===== config.mk =====
export PLATFORM = sky130hd
export DESIGN_NAME = axi_ts_trig_sel_flat
export DESIGN_NICKNAME = d
export VERILOG_FILES = /design/src/rtl/axi_ts_trig_sel_if.sv /design/src/rtl/axi_ts_trig_sel.sv /design/src/flat_wrapper.sv
export SDC_FILE = /design/constraint.sdc
export NUM_CORES = 1
export LEC_CHECK = 0
export BUFFER_PORTS_ARGS = -buffer_cell sky130_fd_sc_hd__buf_2
export CELL_PAD_IN_SITES_DETAIL_PLACEMENT = 0
export CELL_PAD_IN_SITES_GLOBAL_PLACEMENT = 2
export CORE_MARGIN = 4
export CORE_UTILIZATION = 33
export CTS_CLUSTER_DIAMETER = 100
export DETAILED_ROUTE_END_ITERATION = 16
export GPL_TIMING_DRIVEN = 0
export PLACE_DENSITY = 0.87
export SYNTH_ARGS = -nofsm -noshare
export SYNTH_HDL_FRONTEND = slang
export SYNTH_SLANG_ARGS = --single-unit

===== constraint.sdc =====
create_clock -name clk -period 7.2 [get_ports clk]
set_input_delay 0.72 -clock clk [delete_from_list [all_inputs] [get_ports clk]]
set_output_delay 0.72 -clock clk [all_outputs]
set_load 0.02 [all_outputs]

===== src/rtl/axi_ts_trig_sel_if.sv =====
//==============================================================================
// Module      : axi_ts_trig_sel_if
// Description : Signal bundle between the trigger source conditioning stage
//               and its controller / consumers. The conditioning stage
//               connects through the slave modport. The driving side
//               connects through the master modport.
// Revision    : 1.0 - initial release
//==============================================================================
`default_nettype none

interface axi_ts_trig_sel_if #(
    parameter int MISS_W = 16
) ();
    logic [7:0]        ext_trigger;
    logic              ctrl_arm_immediate;
    logic [31:0]       ctrl_arm_source;
    logic              ctrl_trigger_immediate;
    logic [31:0]       ctrl_trigger_source;
    logic [31:0]       ctrl_trigger_holdoff;
    logic [31:0]       ctrl_timer_period;
    logic              ctrl_clear;
    logic [31:0]       rtc_sec;
    logic [31:0]       rtc_nsec;
    logic              arm_pulse;
    logic              trigger_pulse;
    logic              stat_holdoff_active;
    logic [MISS_W-1:0] stat_trigger_missed;
    logic [31:0]       trig_ts_sec;
    logic [31:0]       trig_ts_nsec;
    logic              trig_ts_valid;

    modport slave (
        input  ext_trigger, ctrl_arm_immediate, ctrl_arm_source,
               ctrl_trigger_immediate, ctrl_trigger_source,
               ctrl_trigger_holdoff, ctrl_timer_period, ctrl_clear,
               rtc_sec, rtc_nsec,
        output arm_pulse, trigger_pulse, stat_holdoff_active,
               stat_trigger_missed, trig_ts_sec, trig_ts_nsec, trig_ts_valid
    );

    modport master (
        output ext_trigger, ctrl_arm_immediate, ctrl_arm_source,
               ctrl_trigger_immediate, ctrl_trigger_source,
               ctrl_trigger_holdoff, ctrl_timer_period, ctrl_clear,
               rtc_sec, rtc_nsec,
        input  arm_pulse, trigger_pulse, stat_holdoff_active,
               stat_trigger_missed, trig_ts_sec, trig_ts_nsec, trig_ts_valid
    );
endinterface

`default_nettype wire


===== src/rtl/axi_ts_trig_sel.sv =====
//==============================================================================
// Module      : axi_ts_trig_sel
// Description : Trigger source conditioning. Synchronises 8 external trigger
//               lines, selects arm/trigger sources with slope, provides a
//               periodic timer source, trigger holdoff and a saturating
//               missed-trigger counter.
//               Optional macro AXI_TS_TRIG_TIMESTAMP_EN adds RTC capture on
//               each issued trigger pulse.
// Revision    : 1.0 - initial release
//==============================================================================
`default_nettype none

module axi_ts_trig_sel #(
    parameter int SYNC_STAGES = 2,
    parameter int MISS_W      = 16
) (
    input  wire logic          clk,
    input  wire logic          rst_n,
    axi_ts_trig_sel_if.slave   bus
);

    // Edge detection is masked until the synchroniser and history flops
    // hold real line levels, so the post-reset reload never looks like an edge.
    localparam logic [2:0] c_SETTLE = 3'(SYNC_STAGES + 1);

    logic [7:0]        r_sync [SYNC_STAGES];
    logic [7:0]        r_hist;
    logic [2:0]        r_settle;
    logic              r_arm_imm_q;
    logic              r_trig_imm_q;
    logic [31:0]       r_trig_src_q;
    logic [31:0]       r_tmr_cnt;
    logic              r_tmr_run;
    logic [31:0]       r_hold;
    logic [MISS_W-1:0] r_missed;
    logic              r_arm_pulse;
    logic              r_trig_pulse;

    logic [7:0]        w_sync;
    logic [7:0]        w_rise;
    logic [7:0]        w_fall;
    logic              w_tick;
    logic              w_src_change;
    logic              w_arm_evt;
    logic              w_trig_evt;
    logic              w_trig_issue;
    logic              w_trig_miss;

    // Source decode: 1..8 pick an external line with slope, 9 is the timer.
    function automatic logic f_src_evt(input logic [31:0] cfg,
                                       input logic [7:0]  rise,
                                       input logic [7:0]  fall,
                                       input logic        tick);
        logic [3:0] idx;
        logic       evt;
        evt = 1'b0;
        idx = cfg[3:0] - 4'd1;
        if (cfg[3:0] >= 4'd1 && cfg[3:0] <= 4'd8) begin
            evt = cfg[4] ? fall[idx[2:0]] : rise[idx[2:0]];
        end else if (cfg[3:0] == 4'd9) begin
            evt = tick;
        end
        return evt;
    endfunction

    // Synchroniser chain, edge history and post-reset settle counter.
    always_ff @(posedge clk or negedge rst_n) begin
        if (!rst_n) begin
            for (int i = 0; i < SYNC_STAGES; i++) begin
                r_sync[i] <= 8'h00;
            end
            r_hist   <= 8'h00;
            r_settle <= 3'd0;
        end else begin
            r_sync[0] <= bus.ext_trigger;
            for (int i = 1; i < SYNC_STAGES; i++) begin
                r_sync[i] <= r_sync[i-1];
            end
            r_hist <= w_sync;
            if (r_settle != c_SETTLE) begin
                r_settle <= r_settle + 3'd1;
            end
        end
    end

    assign w_sync = r_sync[SYNC_STAGES-1];
    assign w_rise = (r_settle == c_SETTLE) ? ( w_sync & ~r_hist) : 8'h00;
    assign w_fall = (r_settle == c_SETTLE) ? (~w_sync &  r_hist) : 8'h00;

    // Registered copies of the software strobes and the trigger source config.
    always_ff @(posedge clk or negedge rst_n) begin
        if (!rst_n) begin
            r_arm_imm_q  <= 1'b0;
            r_trig_imm_q <= 1'b0;
            r_trig_src_q <= 32'd0;
        end else begin
            r_arm_imm_q  <= bus.ctrl_arm_immediate;
            r_trig_imm_q <= bus.ctrl_trigger_immediate;
            r_trig_src_q <= bus.ctrl_trigger_source;
        end
    end

    // Periodic timer: first tick PERIOD cycles after enable, then every PERIOD.
    always_ff @(posedge clk or negedge rst_n) begin
        if (!rst_n) begin
            r_tmr_cnt <= 32'd0;
            r_tmr_run <= 1'b0;
        end else if (bus.ctrl_timer_period == 32'd0) begin
            r_tmr_cnt <= 32'd0;
            r_tmr_run <= 1'b0;
        end else if (!r_tmr_run || r_tmr_cnt == 32'd0) begin
            r_tmr_cnt <= bus.ctrl_timer_period - 32'd1;
            r_tmr_run <= 1'b1;
        end else begin
            r_tmr_cnt <= r_tmr_cnt - 32'd1;
        end
    end

    assign w_tick = r_tmr_run && (bus.ctrl_timer_period != 32'd0) &&
                    (r_tmr_cnt == 32'd0);

    // Event combine: immediate strobe edge OR the selected source event.
    assign w_src_change = (bus.ctrl_trigger_source != r_trig_src_q);
    assign w_arm_evt    = (bus.ctrl_arm_immediate & ~r_arm_imm_q) |
                          f_src_evt(bus.ctrl_arm_source, w_rise, w_fall, w_tick);
    assign w_trig_evt   = ~w_src_change &
                          ((bus.ctrl_trigger_immediate & ~r_trig_imm_q) |
                           f_src_evt(bus.ctrl_trigger_source, w_rise, w_fall, w_tick));
    assign w_trig_issue = w_trig_evt && (r_hold == 32'd0);
    assign w_trig_miss  = w_trig_evt && (r_hold != 32'd0);

    // Holdoff window: a source change cancels it, an issued pulse reloads it.
    always_ff @(posedge clk or negedge rst_n) begin
        if (!rst_n) begin
            r_hold <= 32'd0;
        end else if (w_src_change) begin
            r_hold <= 32'd0;
        end else if (w_trig_issue) begin
            r_hold <= bus.ctrl_trigger_holdoff;
        end else if (r_hold != 32'd0) begin
            r_hold <= r_hold - 32'd1;
        end
    end

    // Saturating missed-trigger counter; clear has priority over increment.
    always_ff @(posedge clk or negedge rst_n) begin
        if (!rst_n) begin
            r_missed <= '0;
        end else if (bus.ctrl_clear) begin
            r_missed <= '0;
        end else if (w_trig_miss && (r_missed != {MISS_W{1'b1}})) begin
            r_missed <= r_missed + MISS_W'(1);
        end
    end

    // Registered single-cycle output pulses.
    always_ff @(posedge clk or negedge rst_n) begin
        if (!rst_n) begin
            r_arm_pulse  <= 1'b0;
            r_trig_pulse <= 1'b0;
        end else begin
            r_arm_pulse  <= w_arm_evt;
            r_trig_pulse <= w_trig_issue;
        end
    end

    assign bus.arm_pulse           = r_arm_pulse;
    assign bus.trigger_pulse       = r_trig_pulse;
    assign bus.stat_holdoff_active = (r_hold != 32'd0);
    assign bus.stat_trigger_missed = r_missed;

`ifdef AXI_TS_TRIG_TIMESTAMP_EN
    logic [31:0] r_ts_sec;
    logic [31:0] r_ts_nsec;
    logic        r_ts_valid;

    // Capture the RTC in the cycle the trigger event is registered.
    always_ff @(posedge clk or negedge rst_n) begin
        if (!rst_n) begin
            r_ts_sec   <= 32'd0;
            r_ts_nsec  <= 32'd0;
            r_ts_valid <= 1'b0;
        end else begin
            r_ts_valid <= w_trig_issue;
            if (w_trig_issue) begin
                r_ts_sec  <= bus.rtc_sec;
                r_ts_nsec <= bus.rtc_nsec;
            end
        end
    end

    assign bus.trig_ts_sec   = r_ts_sec;
    assign bus.trig_ts_nsec  = r_ts_nsec;
    assign bus.trig_ts_valid = r_ts_valid;
`else
    logic w_unused_rtc;
    assign w_unused_rtc      = ^{bus.rtc_sec, bus.rtc_nsec};
    assign bus.trig_ts_sec   = 32'd0;
    assign bus.trig_ts_nsec  = 32'd0;
    assign bus.trig_ts_valid = 1'b0;
`endif

endmodule

`default_nettype wire


===== src/flat_wrapper.sv =====
// flat-port wrapper written by rule: the top's interface ports become plain ports
module axi_ts_trig_sel_flat 
#(
    parameter int SYNC_STAGES = 2,
    parameter int MISS_W      = 16
)
  (clk, rst_n, bus_ext_trigger, bus_ctrl_arm_immediate, bus_ctrl_arm_source, bus_ctrl_trigger_immediate, bus_ctrl_trigger_source, bus_ctrl_trigger_holdoff, bus_ctrl_timer_period, bus_ctrl_clear, bus_rtc_sec, bus_rtc_nsec, bus_arm_pulse, bus_trigger_pulse, bus_stat_holdoff_active, bus_stat_trigger_missed, bus_trig_ts_sec, bus_trig_ts_nsec, bus_trig_ts_valid);
  axi_ts_trig_sel_if #(.MISS_W(MISS_W)) bus_i ();
  input  wire logic clk;
  input  wire logic rst_n;
  input wire logic [$bits(bus_i.ext_trigger)-1:0] bus_ext_trigger;
  input wire logic [$bits(bus_i.ctrl_arm_immediate)-1:0] bus_ctrl_arm_immediate;
  input wire logic [$bits(bus_i.ctrl_arm_source)-1:0] bus_ctrl_arm_source;
  input wire logic [$bits(bus_i.ctrl_trigger_immediate)-1:0] bus_ctrl_trigger_immediate;
  input wire logic [$bits(bus_i.ctrl_trigger_source)-1:0] bus_ctrl_trigger_source;
  input wire logic [$bits(bus_i.ctrl_trigger_holdoff)-1:0] bus_ctrl_trigger_holdoff;
  input wire logic [$bits(bus_i.ctrl_timer_period)-1:0] bus_ctrl_timer_period;
  input wire logic [$bits(bus_i.ctrl_clear)-1:0] bus_ctrl_clear;
  input wire logic [$bits(bus_i.rtc_sec)-1:0] bus_rtc_sec;
  input wire logic [$bits(bus_i.rtc_nsec)-1:0] bus_rtc_nsec;
  output wire logic [$bits(bus_i.arm_pulse)-1:0] bus_arm_pulse;
  output wire logic [$bits(bus_i.trigger_pulse)-1:0] bus_trigger_pulse;
  output wire logic [$bits(bus_i.stat_holdoff_active)-1:0] bus_stat_holdoff_active;
  output wire logic [$bits(bus_i.stat_trigger_missed)-1:0] bus_stat_trigger_missed;
  output wire logic [$bits(bus_i.trig_ts_sec)-1:0] bus_trig_ts_sec;
  output wire logic [$bits(bus_i.trig_ts_nsec)-1:0] bus_trig_ts_nsec;
  output wire logic [$bits(bus_i.trig_ts_valid)-1:0] bus_trig_ts_valid;
  assign bus_i.ext_trigger = bus_ext_trigger;
  assign bus_i.ctrl_arm_immediate = bus_ctrl_arm_immediate;
  assign bus_i.ctrl_arm_source = bus_ctrl_arm_source;
  assign bus_i.ctrl_trigger_immediate = bus_ctrl_trigger_immediate;
  assign bus_i.ctrl_trigger_source = bus_ctrl_trigger_source;
  assign bus_i.ctrl_trigger_holdoff = bus_ctrl_trigger_holdoff;
  assign bus_i.ctrl_timer_period = bus_ctrl_timer_period;
  assign bus_i.ctrl_clear = bus_ctrl_clear;
  assign bus_i.rtc_sec = bus_rtc_sec;
  assign bus_i.rtc_nsec = bus_rtc_nsec;
  assign bus_arm_pulse = bus_i.arm_pulse;
  assign bus_trigger_pulse = bus_i.trigger_pulse;
  assign bus_stat_holdoff_active = bus_i.stat_holdoff_active;
  assign bus_stat_trigger_missed = bus_i.stat_trigger_missed;
  assign bus_trig_ts_sec = bus_i.trig_ts_sec;
  assign bus_trig_ts_nsec = bus_i.trig_ts_nsec;
  assign bus_trig_ts_valid = bus_i.trig_ts_valid;
  axi_ts_trig_sel #(.SYNC_STAGES(SYNC_STAGES), .MISS_W(MISS_W)) u_core (.clk(clk), .rst_n(rst_n), .bus(bus_i));
endmodule

Word level (Yosys, flattened, before mapping)
Index checks and enable logic that the tools add are counted.
{"block": "totals", "in_bits": 205, "word_cells": 86, "reg_bits": 144, "output_inout_bits": 84}
{"block": "op_classes", "mux": 25, "add_sub_neg": 7, "bitwise": 12, "reduce_logical": 17, "magnitude_cmp": 6, "n_eq_ne": 6}
{"operator": "2-to-1 mux 32 bit", "count": 5}
{"operator": "zero test 32 bit", "count": 3}
{"operator": "subtractor 32 x 1 -> 32 bit (second input constant)", "count": 3}
{"operator": "nonzero test 32 bit", "count": 2}
{"operator": "2-to-1 mux 16 bit", "count": 2}
{"operator": "inequality test 32 bit", "count": 1}
{"operator": "adder 16 x 1 -> 16 bit (second input constant)", "count": 1}
{"operator": "AND 8 bit", "count": 2}
{"operator": "2-to-1 mux 8 bit", "count": 2}
{"operator": "inequality test 16 bit (second input constant)", "count": 1}
{"operator": "inverter 8 bit", "count": 2}
{"operator": "binary-select mux 1 bit (select 3 bit)", "count": 4}
{"operator": "2-to-1 mux 1 bit", "count": 12}
{"operator": "equality test 4 bit (second input constant)", "count": 2}
{"operator": "greater-or-equal comparator 4 x 1 -> 1 bit (second input constant)", "count": 2}
{"operator": "less-or-equal comparator 4 bit (second input constant)", "count": 2}
{"operator": "less-than comparator 3 x 4 -> 1 bit (second input constant)", "count": 2}
{"operator": "logical AND 1 bit", "count": 7}
{"operator": "subtractor 3 x 1 -> 3 bit (second input constant)", "count": 2}
{"operator": "nonzero test 2 bit", "count": 2}
{"operator": "adder 3 x 1 -> 3 bit (second input constant)", "count": 1}
{"operator": "AND 1 bit", "count": 3}
{"operator": "equality test 3 x 2 -> 1 bit (second input constant)", "count": 1}
{"operator": "inequality test 3 x 2 -> 1 bit (second input constant)", "count": 1}
{"operator": "other kinds (5)", "count": 8}

Depth between registers and ports, before layout
{"block": "depth", "depth_word": 13, "ltp_mapped": 13, "depth_no_buf": 10}

Worst setup path after synthesis
OpenSTA, ideal clock, no wires.
{"block": "synth_path", "path_kind": "reg2reg", "start": "reg u_core.r_tmr_cnt[1]", "end": "reg u_core.r_tmr_cnt[22]", "setup_slack_ns": 2.875, "arrival_ns": 4.243, "n_path_buf": 3, "required_ns": 7.117, "stages_incl_launch_ff": 14, "setup_ns": 0.083, "synth_period_minus_slack_ns": 4.325, "cell_sequence": "dfrtp_1 > nor4_1 > nand2_1 > o31a_1 > clkbuf_1 > clkbuf_1 > clkbuf_1 > mux2i_1 > ha_1 > nor3b_1 > mux2i_1 > or4_4 > or4_1 > o21ai_0"}
{"block": "synth_via", "elab_chain_cells": 4, "elab_cells_between_ends": 5, "classes_between": "1 x add/sub; 2 x mux; 2 x reduce/logical"}
{"item": "from (decl)", "line": "axi_ts_trig_sel.sv:32", "rtl": "logic [31:0] r_tmr_cnt;"}
{"item": "from (signal assigned)", "line": "axi_ts_trig_sel.sv:112", "rtl": "r_tmr_cnt <= bus.ctrl_timer_period - 32'd1;"}
{"item": "from (signal assigned)", "line": "axi_ts_trig_sel.sv:115", "rtl": "r_tmr_cnt <= r_tmr_cnt - 32'd1;"}
{"item": "parallel branches: the longest is 2 deep, another holds subtractor 32 x 1 -> 32 bit"}
{"item": "2-to-1 mux 32 bit *", "line": "axi_ts_trig_sel.sv:111", "rtl": "end else if (!r_tmr_run || r_tmr_cnt == 32'd0) begin"}
{"item": "2-to-1 mux 32 bit *", "line": "axi_ts_trig_sel.sv:108", "rtl": "end else if (bus.ctrl_timer_period == 32'd0) begin"}
Mark *: on every way between the ends.
A chain may end at the register's enable or synchronous reset.

Worst setup path after layout
Same ends and word-level chain as after synthesis.

==> results.yml <==
run_status:
  outcome: "finished clean"
power:
  power_frac_seq_pct: 41.4
  swShare_pct: 28.80
  ir_drop_v: 0.0001221
  p_int_uw: 1572
  p_leak_uw: 0.004942
  power_density_mw_per_mm2: 215.3
  p_switching_uw: 635.9
  combPwrFrac_pct: 15.2
  clkPwrFrac_pct: 43.4
placement:
  gp_congestion: 0.8528
  hpwl_um: 16460
  place_area_mm2: 0.009627
  io_buffers: 131
  dpl.cell_count: 1342
clock_network:
  clkTransAtPathRegs_ps: 70
  root_buffer: "clkbuf_16"
  htreeDepth: 4
  cts_buffers: 17
  clkSinkCount: 144
  ctsHoldBuffers: 0
  insertion_delay_ps: 430
  cts_tree: "done"
  post_cts_buffers: 0
  post_cts_resized: 0
  clockBufferDepth: 2
final_layout:
  drive_gt1_share_pct: 26.02
  nFillCells: 2446
  multiInputGateArea_mm2: 0.004173
  final_cell_count_no_fill: 1374
  syn_to_final_growth_pct: 23.72
  seqCellArea_mm2: 0.003603
  design_area_mm2: 0.01026
  final_nets: 1253
synthesis:
  yosysWarnings: 0
  ys_ff_latch: 144
  synth_top_area_cell: "dfrtp_1"
  syn_avg_cell_area_um2: 10.09
  syn_area_mm2: 0.008292
  yosys.cell_count.top_type: "dfrtp_1"
  synthTopCellsByCount: "dfrtp_1, buf_4, xnor2_1"
  yosysSeqAreaShare_pct: 43.46
  synth_cell_types: 66
  synth_edf_count: 0
  synthCells: 822
  netlist.area_leader.share_pct: 43.46
  synth-async-reset-ratio_pct: 100.0
  ys_top_cells_by_area: "dfrtp_1, buf_4, xnor2_1"
  synthFlopType: "dfrtp_1"
critical_path:
  critPathRequiredTime_ps: 7530
  path_max_fanout: 10
  r2r_slack_ps: 1640
  cp-end-kind: "flop"
  start_kind: "flop"
  cp.arrival_ps: 5900
  criticalPathCategory: "flop to flop"
sta:
  tightestPinTransition_ps: 1038
  period_share_pct: 77.27
  slew_violations: 0
  finalClockSkew_ps: 16.85
  rsz0062_at_grt: "false"
  max_clock_freq_mhz: 179.7
  fin_crit_ps: 5564
  maxSlewHeadroom_pct: 28.79
  fin_setup_tns_ps: 0
  finalSetupViolCount: 0
  hold_viol: 0
die:
  start_util_pct: 33.80
  placementRows: 57
  io_pins: 289
  chipWidth_um: 166.5
  core_region_area_mm2: 0.02453
  die-area_mm2: 0.02773
  die_h_um: 166.5
drt:
  postRouteWirelength_um: 22000
  vias_per_cell: 4.806
  wl_per_cell_um: 16.01
  ant_nets: 0
  first_pass_iters: 4
  drc: 0
  drt_iter0_drc: 374
  vias: 6603
global_route:
  track_usage_pct: 15.84
  antenna_found_initial: 5
  gr-max-usage-layer: "met2"
  grt_use_met2_pct: 26.28
  grt_pass1_vias: 6748
  use_met3_pct: 5.049
  met1_usage_pct: 20.50
  grt_pass1_wl_um: 35620
  grt_overflow_total: 0
  grt_max_degree: 87
job:
  cap_violations: 0
hold_path:
  hold_path_class: "input pin to async pin"
## state kept, by name, indices dropped and copies added, names as in the netlist
signal / flops
u_core.r_tmr_run: 1
u_core.r_tmr_cnt: 32
u_core.r_hold: 32
u_core.w_sync: 8
u_core.r_hist: 8
u_core.bus.stat_trigger_missed: 16
u_core.bus.trigger_pulse: 1
u_core.bus.arm_pulse: 1
u_core.r_trig_imm_q: 1
u_core.r_trig_src_q: 32
u_core.r_arm_imm_q: 1
u_core.r_settle: 3
u_core.r_sync: 8
## placed cells by master (no fill, tap or decap), types with 27 or more instances in the layout
cell type  count
nor3_1        29
nor2_1        46
buf_2        136
inv_1         29
buf_4         69
conb_1        65
mux2i_1       30
xor2_1        27
xnor2_1       54
nand2_1       45
dfrtp_1      144
a21oi_1       30
## per-layer routing
metal,vias to the layer above,share of wire (%)
met5,-,0.16
met2,144,48
met3,16,5.8
met4,8,0.39
met1,3155,45
li1,3280,-
## critical path, stage by stage, from the launching register on
cell	delay, ps
dfrtp_1	410
nor4_1	630
nand2_1	310
o31a_1	490
clkbuf_1	340
clkbuf_1	430
clkbuf_1	460
mux2i_1	310
ha_1	240
nor3b_1	200
mux2i_1	350
or4_4	690
or4_1	510
o21ai_0	80
## power by group through the flow
stage / registers [uW] / clock network [uW] / logic, uW
CTS: 913 / 984 / 335
floorplan: 914 / 0 / 231
finish: 914 / 959 / 335
global route: 920 / 1020 / 376
global placement: 928 / 0 / 327
detailed placement: 929 / 0 / 334
## cells by family after synthesis
kind of cell             share of synthesized area (%)
AND/OR/NAND/NOR                                  19.75
flip-flops                                       43.46
AO/OA/AOI/OAI                                    10.96
buffers and inverters                            9.190
XOR/XNOR                                         8.556
multiplexers                                     6.383
adder cells (fa/ha/maj)                          1.660
other                                          0.04523
## through the flow
stage | hold slack, ps | util [%] | setup WS (ps) | power (uW)
floorplan | 331.2 | - | 2875 | 1145
global placement | 332.3 | 39.10 | 1403 | 1255
detailed placement | 334.7 | 39.24 | 1348 | 1263
CTS | 282.7 | 41.78 | 1350 | 2233
global route | 300.3 | 41.81 | 1287 | 2318
finish | 276.3 | 41.81 | 1636 | 2208
## final timing paths
check / startpoint / endpoint / cells past startpoint
min in group clk: u_core.r_sync[9] / u_core.w_sync[1] / 0
worst min register to register: u_core.r_sync[9] / u_core.w_sync[1] / 0
max in group asynchronous: rst_n / u_core.r_hist[7] / 2
worst max-delay path: u_core.r_tmr_cnt[1] / u_core.r_tmr_cnt[22] / 13
worst min-delay path: rst_n / u_core.r_tmr_cnt[12] / 1
worst max register to register: u_core.r_tmr_cnt[1] / u_core.r_tmr_cnt[22] / 13
## area by class of cell
cell class	instances	area share, %
sequential	144	35.13
buffer	95	6.293
clock buffer	17	4.147
inverter	31	1.134
clock inverter	14	1.927
timing repair buffer	132	6.720
multi-input combinational	616	40.68
antenna	1	0.02439
tap	324	3.952
(Power assumes the default switching activity.)
